<file path="src/rtl/pipe_pkg.sv">
// Shared defaults and types for the pipeline stage registers (IF/ID, ID/EX, EX/MEM, MEM/WB).
package pipe_pkg;

    localparam int PC_W_DEF        = 16;
    localparam int INSTR_W_DEF     = 16;
    localparam int STALL_CNT_W_DEF = 2;

    typedef logic [STALL_CNT_W_DEF-1:0] stall_cnt_t;

endpackage

</file>
<file path="src/rtl/stall_counter.sv">
// Multi-cycle stall counter: load on request, count down to zero, clear on flush.
module stall_counter
    import pipe_pkg::*;
#(
    parameter int STALL_CNT_W = STALL_CNT_W_DEF
) (
    input  logic                   clk,
    input  logic                   rst,
    input  logic                   flush,
    input  logic                   stallReq,
    input  logic [STALL_CNT_W-1:0] cntIn,
    output logic [STALL_CNT_W-1:0] cnt,
    output logic                   busy
);

    logic [STALL_CNT_W-1:0] cnt_r;
    logic [STALL_CNT_W-1:0] cntNext_s;

    // Next count; a fresh request overrides any residual count, and zero never wraps.
    always_comb begin
        cntNext_s = {STALL_CNT_W{1'b0}};
        if (flush) begin
            cntNext_s = {STALL_CNT_W{1'b0}};
        end else if (stallReq) begin
            cntNext_s = cntIn;
        end else if (cnt_r != {STALL_CNT_W{1'b0}}) begin
            cntNext_s = cnt_r - STALL_CNT_W'(1'b1);
        end else begin
            cntNext_s = {STALL_CNT_W{1'b0}};
        end
    end

    // Counter register with asynchronous clear.
    always_ff @(posedge clk or negedge rst) begin
        if (!rst) begin
            cnt_r <= {STALL_CNT_W{1'b0}};
        end else begin
            cnt_r <= cntNext_s;
        end
    end

    assign cnt  = cnt_r;
    assign busy = (cnt_r != {STALL_CNT_W{1'b0}});

endmodule

</file>
<file path="src/rtl/pipe_stage_reg.sv">
// Parametrised pipeline stage register with hold, flush and multi-cycle stall counter.
// Define PIPE_STAGE_FLUSH_ZERO_EN to make a flushed slot all-zero instead of keeping stale payload.
module pipe_stage_reg
    import pipe_pkg::*;
#(
    parameter int DATA_W      = INSTR_W_DEF,
    parameter int PC_W        = PC_W_DEF,
    parameter int STALL_CNT_W = STALL_CNT_W_DEF
) (
    input  logic                   clk,
    input  logic                   rst,
    input  logic                   wen,
    input  logic                   flush,
    input  logic                   valid_in,
    input  logic                   hlt_in,
    input  logic [DATA_W-1:0]      data_in,
    input  logic [PC_W-1:0]        pc_in,
    input  logic                   stall_req,
    input  logic [STALL_CNT_W-1:0] stall_cnt_in,
    output logic                   valid_out,
    output logic                   hlt_out,
    output logic [DATA_W-1:0]      data_out,
    output logic [PC_W-1:0]        pc_out,
    output logic                   stall_out,
    output logic [STALL_CNT_W-1:0] stall_cnt_out
);

    logic              valid_r;
    logic              hlt_r;
    logic [DATA_W-1:0] data_r;
    logic [PC_W-1:0]   pc_r;

    // Stage payload: flush beats capture, capture beats hold.
    always_ff @(posedge clk or negedge rst) begin
        if (!rst) begin
            valid_r <= 1'b0;
            hlt_r   <= 1'b0;
            data_r  <= {DATA_W{1'b0}};
            pc_r    <= {PC_W{1'b0}};
        end else if (flush) begin
            valid_r <= 1'b0;
            hlt_r   <= 1'b0;
`ifdef PIPE_STAGE_FLUSH_ZERO_EN
            data_r  <= {DATA_W{1'b0}};
            pc_r    <= {PC_W{1'b0}};
`endif
        end else if (wen) begin
            valid_r <= valid_in;
            hlt_r   <= hlt_in;
            data_r  <= data_in;
            pc_r    <= pc_in;
        end
    end

    // The counter ignores wen so a held stage can still take a stall request.
    stall_counter #(
        .STALL_CNT_W (STALL_CNT_W)
    ) uStallCounter (
        .clk      (clk),
        .rst      (rst),
        .flush    (flush),
        .stallReq (stall_req),
        .cntIn    (stall_cnt_in),
        .cnt      (stall_cnt_out),
        .busy     (stall_out)
    );

    assign valid_out = valid_r;
    assign hlt_out   = hlt_r;
    assign data_out  = data_r;
    assign pc_out    = pc_r;

endmodule

</file>
<file path="config.mk">
export PLATFORM = sky130hd
export DESIGN_NAME = pipe_stage_reg
export DESIGN_NICKNAME = d
export VERILOG_FILES = /design/src/rtl/pipe_pkg.sv /design/src/rtl/stall_counter.sv /design/src/rtl/pipe_stage_reg.sv
export SDC_FILE = /design/constraint.sdc
export NUM_CORES = 1
export LEC_CHECK = 0
export ABC_AREA = 1
export CAP_MARGIN = 20
export CORE_MARGIN = 2
export CORE_UTILIZATION = 42
export CTS_CLUSTER_SIZE = 30
export DETAILED_ROUTE_END_ITERATION = 8
export PLACE_DENSITY = 0.95
export SYNTH_ARGS = -nofsm -noshare
export SYNTH_HDL_FRONTEND = slang
export SYNTH_HIERARCHICAL = 1
export SYNTH_SLANG_ARGS = --single-unit
</file>
<file path="constraint.sdc">
create_clock -name clk -period 1.75 [get_ports clk]
set_clock_uncertainty 0.15 [all_clocks]
set_input_delay 0.35 -clock clk [delete_from_list [all_inputs] [get_ports clk]]
set_output_delay 0.35 -clock clk [all_outputs]
set_load 0.01 [all_outputs]
</file>
* Word level (Yosys, flattened, before mapping)
Index checks and enable logic that the tools add are counted.
Storage, ports and cells: register bits after elaboration 36, bits in latches 0, bits in writable memories 0, ROM bits 0, output and inout bits 37, word-level logic and storage cells 17, memories 0
Operators by class: $add $sub $neg 1, $mul 0, div/mod/pow operators 0, order comparisons 0, eq/ne operators 0, shift-type cells 0, muxes and demuxes 7, bitwise logic cells 1, reductions and logical operators 3
Operators by type and width (count):
- $mux 2 | 3
- $mux 1 | 4
- $reduce_bool 2->1 | 2
- $reduce_and 2->1 | 1
- $sub 2x1->2 const B | 1
- $not 1->1 | 1

* Depth between registers and ports, before layout
word-level depth 4, gate-level depth with buffers 5

* Modules after synthesis
Netlist, hierarchy kept.
Modules (own cells, without submodules):
- pipe_stage_reg | times used 1, cells an instance 149, area an instance 1430.1 µm²
- stall_counter | times used 1, cells an instance 15, area an instance 103.8 µm²

* Worst setup path before layout
Ideal clock, no wire load.
kind register -> output, start register uStallCounter.cnt_r[1], in the netlist uStallCounter/cnt[1], end output stall_out, arrival 0.680 ns, setup slack 0.570 ns, cell stages (with the launch flop) 2, cells stage by stage dfrtp_1 -> or2_1
Between the ends: word-level cells in the longest chain between the ends 1
Ends and longest elaborated chain:
- start, declared | RTL line stall_counter.sv:16 | logic [STALL_CNT_W-1:0] cnt_r;
- start signal, assigned | RTL line stall_counter.sv:36 | cnt_r <= {STALL_CNT_W{1'b0}};
- start signal, assigned | RTL line stall_counter.sv:38 | cnt_r <= cntNext_s;
- $reduce_bool 2->1 | RTL line stall_counter.sv:43 | assign busy = (cnt_r != {STALL_CNT_W{1'b0}});
- end, declared | RTL line pipe_stage_reg.sv:24 | output logic stall_out,
No other way between the ends.

* Worst setup path in the final report
Same ends and word-level chain as after synthesis.

==> results.sh <==
export IMPL_status="complete, no violations"
export IMPL_gp_congestion=0.7629
export IMPL_p_leak_nw=1.498
export IMPL_fin_nets=286
export IMPL_grt_pass1_vias=1342
export IMPL_grt_max_degree=36
export IMPL_synth_edf_count=0
export IMPL_dp_cells=283
export IMPL_portBuffers=77
export IMPL_grt_usage_pct=18.71
export IMPL_yosysSeqAreaShare_pct=58.73
export IMPL_reg2reg_from="uStallCounter/cnt[1]"
export IMPL_critPathArrivalTime_ns=1.07
export IMPL_ys_seq_elements=36
export IMPL_report_final_setup_viol=0
export IMPL_max_vdd_ir_drop_mv=0.4139
export IMPL_htreeDepth=2
export IMPL_hold_viol_final=0
export IMPL_cts_tree="built"
export IMPL_firstDrtPassIters=4
export IMPL_grt_ovfl_total=0
export IMPL_drt_iter0_drc=84
export IMPL_maxCapViolations=0
export IMPL_yosys_top_cells_count="65 x nand2_1, 36 x dfrtp_1, 34 x nand3_1"
export IMPL_start_util_pct=44.91
export IMPL_fin_crit_sh_pct=89.65
export IMPL_relSlewSlack_pct=72.78
export IMPL_synth_main_ff_cell="dfrtp_1"
export IMPL_whs_ns=0.3222
export IMPL_yosys_cell_count_top_type="nand2_1"
export IMPL_r2r_slack_ns=0.90
export IMPL_syn_area_mm2=0.001534
export IMPL_nFillCells=269
export IMPL_final_cells=291
export IMPL_cp_cell_sequence="or2_1 > clkbuf_2"
export IMPL_cts_sinks=36
export IMPL_routedWlPerCell_um=12.74
export IMPL_drtAntennaViolNets=0
export IMPL_coreArea_mm2=0.003416
export IMPL_io_pin_count=78
export IMPL_min_period_ns=1.569
export IMPL_worstSetupStartpointType="register"
export IMPL_slew_violations=0
export IMPL_ys_types=13
export IMPL_vias=1362
export IMPL_viasPerCell=4.680
export IMPL_dpl_cell_area_mm2=0.002308
export IMPL_powerDensity_mw_per_mm2=768.7
export IMPL_cts_buffers=5
export IMPL_synthesis_instances=164
export IMPL_critPathKind="reg2out"
export IMPL_path_clk_slew_ns=0.09
export IMPL_cpMaxStageDelayCell="dfrtp_1"
export IMPL_async_flop_share_pct=100.0
export IMPL_path_delay_family="flip-flops"
export IMPL_drive_gt1_share_pct=9.388
export IMPL_r2r_end="uStallCounter/cnt[0]"
export IMPL_stdcell_area_mm2=0.002416
export IMPL_root_buffer="clkbuf_4"
export IMPL_tightest_slew_ns=0.4083
export IMPL_synth_area_leaders="dfrtp_1 59%, nand2_1 16%, nand3_1 11%, buf_6 3.7%, nand2_2 2.9%"
export IMPL_yosysTopAreaCellShare_pct=58.73
export IMPL_rows=21
export IMPL_required_ns=1.25
export IMPL_crit_cells=2
export IMPL_drc=0
export IMPL_hp_class="reg2reg"
export IMPL_yosys_area_top_type="dfrtp_1"
export IMPL_die_h_um=64.44
export IMPL_place_hpwl_um=2693
export IMPL_die_area_mm2=0.004152
export IMPL_fin_util_pct=70.73
export IMPL_diodes=0
export IMPL_max_freq_mhz=637.4
export IMPL_reg2reg_depth=2
export IMPL_critPathCaptureType="primary output"
export IMPL_synthToLayoutAreaGrowth_pct=57.50
export IMPL_path_buf_inv=1
export IMPL_die_w_um=64.44
export IMPL_cts_buffer_depth=2
export IMPL_syn_nets=205
export IMPL_critPathLaunch="uStallCounter/cnt[1]"
export IMPL_routed_wl_um=3708
export IMPL_worstPathMaxFanout=4
export IMPL_rsz0062_at_grt="false"
export IMPL_endpoint="stall_out"
export IMPL_antenna_found_initial=0
export IMPL_clkLatencyLatePin_ns=0.30
export IMPL_avgSynthCellArea_um2=9.353
export IMPL_ys_warn_count=6
export IMPL_grt_pass1_wl_um=5975
export IMPL_slowest_delay_ns=0.41
-- placed cells by master (no fill, tap or decap) --
master,n
nand2_1,65
clkdlybuf4s50_1,39
dfrtp_1,36
nand3_1,34
dlymetal6s2s_1,27
dlygate4sd2_1,9
nand2_2,7
clkbuf_4,5
buf_4,5
inv_1,4
nor2_1,3
a21oi_1,2
inv_4,1
nand2_8,1
clkinv_2,1
clkbuf_1,1
dlygate4sd3_1,1
buf_2,1
clkbuf_2,1
buf_12,1
or2_1,1
-- through the flow --
| stage | total power [W] | setup WS, ns | setup TNS [ns] |
|---|---|---|---|
| floorplan | 0.001195 | 0.5697 | 0 |
| global placement | 0.001513 | -0.02154 | -0.4285 |
| detailed placement | 0.001530 | -0.06256 | -1.239 |
| CTS | 0.001903 | 0.001562 | 0 |
| global route | 0.001986 | 0.09930 | 0 |
| finish | 0.001857 | 0.1811 | 0 |
-- per-layer routing --
metal	GRT usage, %	routed length [um]
met1	21.15	1415
met2	33.72	2061
met3	5.208	190
met4	6.649	40
met5	0	0
-- sequential cells by signal (all words and copies together) (netlist names) --
| signal | cells |
|---|---|
| hlt_out | 1 |
| valid_out | 1 |
| data_out | 16 |
| uStallCounter/cnt | 2 |
| pc_out | 16 |
-- tightest hold or removal path, stage by stage (launching register included) --
cell and delay, ns:
dfrtp_1 0.35, nand2_1 0.05, nand2_1 0.04
-- cell families (layout without fill, tap and decap cells) --
logic type / Yosys count / after routing / synth area share (%)
AO/OA/AOI/OAI: 2 / 2 / 0.6526
buffers and inverters: 15 / 96 / 8.320
flip-flops: 36 / 36 / 58.73
AND/OR/NAND/NOR: 111 / 111 / 32.30
-- worst min path at each step --
| stage | startpoint | to | slack (ns) | cells after the start |
|---|---|---|---|---|
| after global placement | rst | data_out[15] | 0.15 | 1 |
| after CTS | pc_out[7] | pc_out[7] | 0.33 | 2 |
| final | data_out[11] | data_out[11] | 0.32 | 2 |
| after detailed placement | rst | data_out[15] | 0.15 | 1 |
| after global routing | rst | pc_out[4] | 0.34 | 2 |
| after floorplan | rst | data_out[0] | -0.1 | 0 |
-- area by class of cell --
type / count / area, um^2 / share of cell area (%)
Clock buffer: 6 / 41.29 / 1.709
Sequential cell: 36 / 900.9 / 37.29
Multi-Input combinational cell: 113 / 505.5 / 20.92
Tap cell: 46 / 57.56 / 2.382
Clock inverter: 1 / 5.005 / 0.2071
Timing Repair Buffer: 84 / 884.6 / 36.61
Inverter: 5 / 21.27 / 0.8804
-- where the power goes --
part / switching [W] / internal (W) / leakage [nW]
Combinational: 0.000218 / 0.000270 / 1.02
Clock: 0.000238 / 0.000148 / 0.0281
Sequential: 0.0000544 / 0.000929 / 0.449
-- what timing repair did --
item,CTS,global route
pin swaps,0,0
setup endpoints to repair,10,28
hold buffers,1,0
gates resized for setup,10,29
hold endpoints to repair,16,0
setup buffers,0,0
Note: power is estimated with default switching activity, not from simulation.
